==> src/rtl/msk_aes128_ks_ctrl.sv <==
// msk_aes128_ks_ctrl: sequencer and masked key-state holder for the AES-128
// key schedule. Loads a masked key, launches one round at a time on the
// external masked round datapath, injects the masked RCON on the round's
// final cycle and streams round keys 0..10 over valid/ready.
// Shares are never combined here.
// Optional build macro MSK_KS_LAST_KEY_OUT_EN adds rk_last/rk_last_valid,
// which hold round key 10 as the decryption starting key.
module msk_aes128_ks_ctrl #(
  parameter int d       = 2,
  parameter int LATENCY = 6
) (
  input  logic               clk,
  input  logic               rst_n,
  input  logic               key_valid,
  output logic               key_ready,
  input  logic [128*d-1:0]   sh_key,
  output logic [128*d-1:0]   ks_key_to_round,
  input  logic [128*d-1:0]   ks_key_from_round,
  output logic [8*d-1:0]     ks_rcon,
  output logic               ks_busy,
  output logic [128*d-1:0]   rk,
  output logic [3:0]         rk_idx,
  output logic               rk_valid,
`ifdef MSK_KS_LAST_KEY_OUT_EN
  output logic [128*d-1:0]   rk_last,
  output logic               rk_last_valid,
`endif
  input  logic               rk_ready
);

  localparam int KW    = 128 * d;
  localparam int CNT_W = (LATENCY > 1) ? $clog2(LATENCY) : 1;
  localparam logic [CNT_W-1:0] CNT_LAST = CNT_W'(LATENCY - 1);

  typedef enum logic [1:0] {
    IDLE  = 2'd0,
    OUT   = 2'd1,
    ROUND = 2'd2
  } state_t;

  state_t           state_q, state_d;
  logic [KW-1:0]    key_q;
  logic [7:0]       rcon_q;
  logic [3:0]       idx_q;
  logic [CNT_W-1:0] cnt_q;
  logic             load_key;
  logic             launch;
  logic             capture;

  // GF(2^8) doubling used to step RCON from one round to the next
  function automatic logic [7:0] xtime(input logic [7:0] a);
    return {a[6:0], 1'b0} ^ (a[7] ? 8'h1B : 8'h00);
  endfunction

  // State register
  always_ff @(posedge clk or negedge rst_n) begin
    if (!rst_n) state_q <= IDLE;
    else        state_q <= state_d;
  end

  // Next state, handshake outputs and datapath strobes
  always_comb begin
    state_d   = state_q;
    key_ready = 1'b0;
    rk_valid  = 1'b0;
    ks_busy   = 1'b0;
    load_key  = 1'b0;
    launch    = 1'b0;
    capture   = 1'b0;
    case (state_q)
      IDLE: begin
        key_ready = 1'b1;
        if (key_valid) begin
          load_key = 1'b1;
          state_d  = OUT;
        end
      end
      OUT: begin
        rk_valid = 1'b1;
        if (rk_ready) begin
          if (idx_q == 4'd10) begin
            state_d = IDLE;
          end else begin
            launch  = 1'b1;
            state_d = ROUND;
          end
        end
      end
      ROUND: begin
        ks_busy = 1'b1;
        if (cnt_q == CNT_LAST) begin
          capture = 1'b1;
          state_d = OUT;
        end
      end
      default: state_d = IDLE;
    endcase
  end

  // Masked RCON: plain value on share 0 during the capture cycle only
  always_comb begin
    ks_rcon = '0;
    if (capture) begin
      for (int b = 0; b < 8; b++) begin
        ks_rcon[b*d] = rcon_q[b];
      end
    end
  end

  // Key state, round index, RCON and in-round cycle counter
  always_ff @(posedge clk or negedge rst_n) begin
    if (!rst_n) begin
      key_q  <= '0;
      idx_q  <= '0;
      rcon_q <= 8'h01;
      cnt_q  <= '0;
    end else begin
      if (load_key) begin
        key_q  <= sh_key;
        idx_q  <= 4'd0;
        rcon_q <= 8'h01;
      end else if (capture) begin
        key_q  <= ks_key_from_round;
        idx_q  <= idx_q + 4'd1;
        rcon_q <= xtime(rcon_q);
      end
      if (launch)       cnt_q <= '0;
      else if (ks_busy) cnt_q <= cnt_q + 1'b1;
    end
  end

  assign ks_key_to_round = key_q;
  assign rk              = key_q;
  assign rk_idx          = idx_q;

`ifdef MSK_KS_LAST_KEY_OUT_EN
  // Round key 10 retained until the next key load
  always_ff @(posedge clk or negedge rst_n) begin
    if (!rst_n) begin
      rk_last       <= '0;
      rk_last_valid <= 1'b0;
    end else if (load_key) begin
      rk_last_valid <= 1'b0;
    end else if (capture && (idx_q == 4'd9)) begin
      rk_last       <= ks_key_from_round;
      rk_last_valid <= 1'b1;
    end
  end
`endif

endmodule

==> config.mk <==
export PLATFORM = sky130hd
export DESIGN_NAME = msk_aes128_ks_ctrl
export DESIGN_NICKNAME = d
export VERILOG_FILES = /design/src/rtl/msk_aes128_ks_ctrl.sv
export SDC_FILE = /design/constraint.sdc
export NUM_CORES = 1
export LEC_CHECK = 0
export ABC_CLOCK_PERIOD_IN_PS = 1800
export BUFFER_PORTS_ARGS = -buffer_cell sky130_fd_sc_hd__buf_2
export CAP_MARGIN = 20
export CELL_PAD_IN_SITES_DETAIL_PLACEMENT = 1
export CELL_PAD_IN_SITES_GLOBAL_PLACEMENT = 2
export CORE_AREA = 3 3 414 416
export CTS_CLUSTER_DIAMETER = 30
export DETAILED_ROUTE_END_ITERATION = 16
export DIE_AREA = 0 0 417 419
export PLACE_DENSITY = 0.51
export SYNTH_ARGS = -nofsm -noshare
export SYNTH_HDL_FRONTEND = slang
export SYNTH_SLANG_ARGS = --single-unit
==> constraint.sdc <==
create_clock -name clk -period 1.8 [get_ports clk]
set_clock_uncertainty 0.15 [all_clocks]
set_input_delay 0.18 -clock clk [delete_from_list [all_inputs] [get_ports clk]]
set_output_delay 0.18 -clock clk [all_outputs]
set_load 0.005 [all_outputs]
# After elaboration in Yosys (flattened, before gate mapping)
# Index checks and enable logic that the tools add are counted.
# word_totals
ff_bits,273
input_bits,516
out_inout_bits,535
# op_classes
n_addsub,2
n_eq_ne,7
muxes,32
n_bitwise,1
reduce_logical,4
# ops
op,n
256-bit two-way mux,2
1-bit two-way mux,18
8-bit two-way mux,2
2-bit two-way mux,4
4-bit two-way mux,2
8-bit by 5-bit XOR with 8-bit output,1
3-bit two-way mux,2
"2-bit inequality test, second input constant",3
2-bit case mux with 3 select lines,1
5-bit two-way mux,1
"4-bit by 1-bit adder with 4-bit output, second input constant",1
"4-bit equality test, second input constant",1
2-bit nonzero test,2
"3-bit by 1-bit adder with 3-bit output, second input constant",1
"3-bit equality test, second input constant",1
3-bit AND reduction,1
"2-bit by 1-bit equality test with 1-bit output, second input constant",1
"2-bit equality test, second input constant",1
2-bit logical NOT,1

# Logic depth before layout (Yosys ltp)
# depth
ltp_word,5
depth_mapped,8
mapped_depth_nobuf,5

# Least setup slack after synthesis
# No wires, ideal clock.
# synth_path
path_type,reg-to-reg
start,register cnt_q[0]
end,register key_q[61] (netlist: ks_key_to_round[61])
setup_ps,124
t_arrival_ps,1458
t_required_ps,1526
path_slack_ps,68
path_stages_with_launch,8
n_path_buf,3
synth_period_minus_slack_ps,1732
path_cell_list,dfrtp_1 ha_1 and4b_1 buf_6 nor2_8 buf_6 clkbuf_2 o21ai_1
# synth_via
elab_chain_cells,4
# synth_lines
element,line,source
"start, declared",45,logic [CNT_W-1:0] cnt_q;
"start signal, assigned",128,else if (ks_busy) cnt_q <= cnt_q + 1'b1;
3-bit equality test,91,if (cnt_q == CNT_LAST) begin
1-bit two-way mux,91,
1-bit two-way mux,70,case (state_q)
2-bit nonzero test (no source line),n/a,
"end signal, assigned",119,key_q <= sh_key;
"end signal, assigned",123,key_q <= ks_key_from_round;
"end, declared",42,logic [KW-1:0] key_q;
# No other way between the ends.
# A chain may end at the register's enable or synchronous reset.

# Worst setup path in the final report
# layout_path
start,register cnt_q[1]
end,output ks_rcon[6]
# layout_via
elab_chain_cells,4
# layout_lines
element,line,source
3-bit equality test,91,
1-bit two-way mux,91,
1-bit two-way mux,70,
1-bit two-way mux,103,if (capture) begin
"end, declared",19,"output logic [8*d-1:0] ks_rcon,"
# No other way between the ends.

==> flow_summary.yaml <==
status:
  status: "finished with violations"
  violations: "negative setup slack"
setup_path:
  r2r_cells: 10
  r2r_end: "ks_key_to_round[114]"
  required_ps: 1470
  cp_max_fo: 8
  worstSetupEndpointType: "primary output"
  arrival_ps: 2030
  reg2reg_from: "state_q[1]"
  critPathKind: "register to primary output"
  r2r_slack_ps: -320
  crit_path_start_kind: "register"
placement:
  postPlaceCellArea_um2: 22010
  dp.cells: 4512
  post-dp-hpwl_mm: 95.15
  gp_congestion: 0.9151
  portBuffers: 1042
  post-place-ws_ps: -318.9
timing:
  timing.final.crit_share_pct: 130.9
  clock.fmax_ghz: 0.4246
  drv_slew: 0
  hold_violations: 0
  grt_setup_unrepaired: "true"
  setup_slack_ps: -555.3
  min_period_ps: 2355
  tns_ps: -64460
  finalSetupViolations: 279
clock_network:
  root_buffer: "clkbuf_16"
  numCtsBuffers: 97
  clkTransAtPathRegs_ps: 40
  clk_path_buf_depth: 3
  cts.sinks: 273
  cts_max_level: 3
  cts_tree: "built"
  clk_latency_ps: 660
cells_and_area:
  instances_no_fill: 5375
  syn_to_final_growth_pct: 133.3
  fin_util_pct: 21.41
  fill_cells: 19210
  fin_area_um2: 35880
  regArea_um2: 6844
  multi_input_area_um2: 7092
  nets: 3585
  drive_gt1_share_pct: 57.18
synth:
  yosys_warnings: 0
  seq_area_frac_synth_pct: 44.43
  postSynthAreaPerCell_um2: 10.30
  synthCells: 1493
  synth-seq-cells: 273
  ys_types: 38
  syn_area_um2: 15380
grt:
  grt_pass1_vias: 19660
  grt_overflow: 0
  use_met2_pct: 23.61
  grt_first_pass_wirelength_mm: 166.8
  busiest_layer: "met2"
  met3_usage_pct: 3.982
  antenna_found_initial: 57
  grt_max_degree: 71
  grt_usage_pct: 13.83
  grtUsageMet1_pct: 16.83
floorplan:
  die_w_um: 417
  core_area_um2: 167600
  io_pins: 1051
  die-area_um2: 174700
  start_util_pct: 9.177
  die_y_um: 419
  fp-row-count: 150
power_and_ir_drop:
  clkPwrFrac_pct: 30.3
  p_per_area_nw_per_um2: 1607
  swShare_pct: 38.05
  ir_worst_vdd_mv: 0.6871
  p_int_mw: 35.72
  power_frac_seq_pct: 23.2
  p_switching_mw: 21.94
  p_leak_nw: 16.83
  comb_power_share_pct: 46.5
routing:
  first_pass_iters: 5
  via_per_inst: 3.427
  drt_iter0_markers: 982
  wl_per_cell_um: 24.41
  vias: 18420
  wl_mm: 131.2
  ant_nets: 0
  drc_errors: 0
hold_path:
  hold_depth: 3
  min_from: "rk_ready"
  hold_path.class: "input port to register"
  hold-path-endpoint: "state_q[0]"
flow_run:
  maxCapViolCount: 0
## cell type report
class / count / area share (%)
Tap cell: 2204 / 7.686
Antenna cell: 25 / 0.1744
Inverter: 8 / 0.09067
Clock inverter: 43 / 1.789
Multi-Input combinational cell: 835 / 19.77
Clock buffer: 137 / 7.770
Timing Repair Buffer: 1850 / 43.65
Sequential cell: 273 / 19.08
## per-layer routing
metal  share of wire [%]  up-vias
met5                0.12        -
met1                  41     9234
met3                 6.6      170
met4                 2.6       24
met2                  50      744
li1                    -     8250
## flip-flops by register name, summed over array words and instances (netlist names)
signal and cells:
cnt_q 3, ks_key_to_round 256, rcon_q 8, rk_idx 4, state_q 2
## how the worst max path moves through the flow
stage,startpoint,depth (start not counted),endpoint
2_1_floorplan,cnt_q[0],7,ks_key_to_round[61]
3_3_place_gp,state_q[0],6,ks_key_to_round[72]
3_5_place_dp,state_q[0],6,ks_key_to_round[72]
4_1_cts,cnt_q[1],7,ks_rcon[6]
5_1_grt,cnt_q[1],7,ks_rcon[6]
6_report,cnt_q[1],7,ks_rcon[6]
## synthesized netlist by cell type, drive strengths merged
cell type  instances  area (µm²)
a22o               2       17.52
nor2b              1       6.260
or3b               1       8.760
xnor2              2       17.52
nand3b             1       7.510
ha                 4       50.05
nor3b              1       12.51
nand2b             1       6.260
a21o               1       7.510
and4b              1       10.01
or3                2       12.51
nand2             12       45.04
dfstp              1       26.28
buf              363        2900
nor2               6       38.79
o21ai            259        1296
o2bb2ai            1       8.760
a211oi             2       15.01
a211o              1       8.760
xor2               3       26.28
inv                8       30.03
nand4b             1       8.760
o211a              1       10.01
clkbuf            21       90.08
and2               4       25.02
a21oi              7       35.03
dfrtp            272        6807
mux2i            256        2562
conb               1       3.750
nand3            257        1286
## power by group through the flow
stage	logic [mW]	clock network (mW)	registers (mW)
6_report	26.8	17.5	13.4
3_3_place_gp	17.6	0	13.1
5_1_grt	28.6	18.3	13.6
2_1_floorplan	11.2	0	11.3
4_1_cts	24.7	17.9	13.2
3_5_place_dp	17.6	0	13.1
## critical path: stages, from the launching register on
cell and delay [ps]:
dfrtp_1 380, inv_1 60, ha_2 170, and4b_2 280
buf_8 150, buf_6 110, and2_4 130, buf_6 90
## stage by stage
step	power [mW]	hold WS [ps]
finish	57.65	128.4
global route	60.59	85.63
CTS	55.81	66.04
detailed placement	30.72	-85.14
global placement	30.61	-88.23
floorplan	22.44	-265.6
## logic make-up (layout without fill, tap and decap cells)
logic type      Yosys count  count (layout)  share of synthesized area (%)
buf+inv                 392            2038                          19.64
flops                   273             273                          44.43
mux                     256             256                          16.66
compound gates          274             274                          9.095
fa+ha+maj                 4               4                         0.3254
simple gates            288             288                          9.543
xor+xnor                  5               5                         0.2848
other cells               1              33                        0.02438
## placed cells by master (no fill, tap or decap), types with 11 or more instances in the layout
cell           count
buf_12            85
buf_16            56
buf_2           1030
buf_4             59
buf_6             51
buf_8             27
bufinv_16         11
clkbuf_1          19
clkbuf_16        123
clkbuf_8          21
clkinv_2          25
dfrtp_1          263
diode_2           25
dlygate4sd3_1    515
mux2i_1          200
mux2i_2           31
mux2i_4           25
nand3_1          126
nand3_2          127
o21ai_1          184
o21ai_2           72
## what timing repair did
action | 4_1_cts | 5_1_grt
gates cloned | 52 | 28
setup endpoints to repair | 289 | 290
pin swaps | 15 | 35
hold endpoints to repair | 534 | 0
buffers inserted | 62 | 27
hold buffers | 516 | 0
resized for setup | 293 | 330
(Power assumes the default switching activity.)
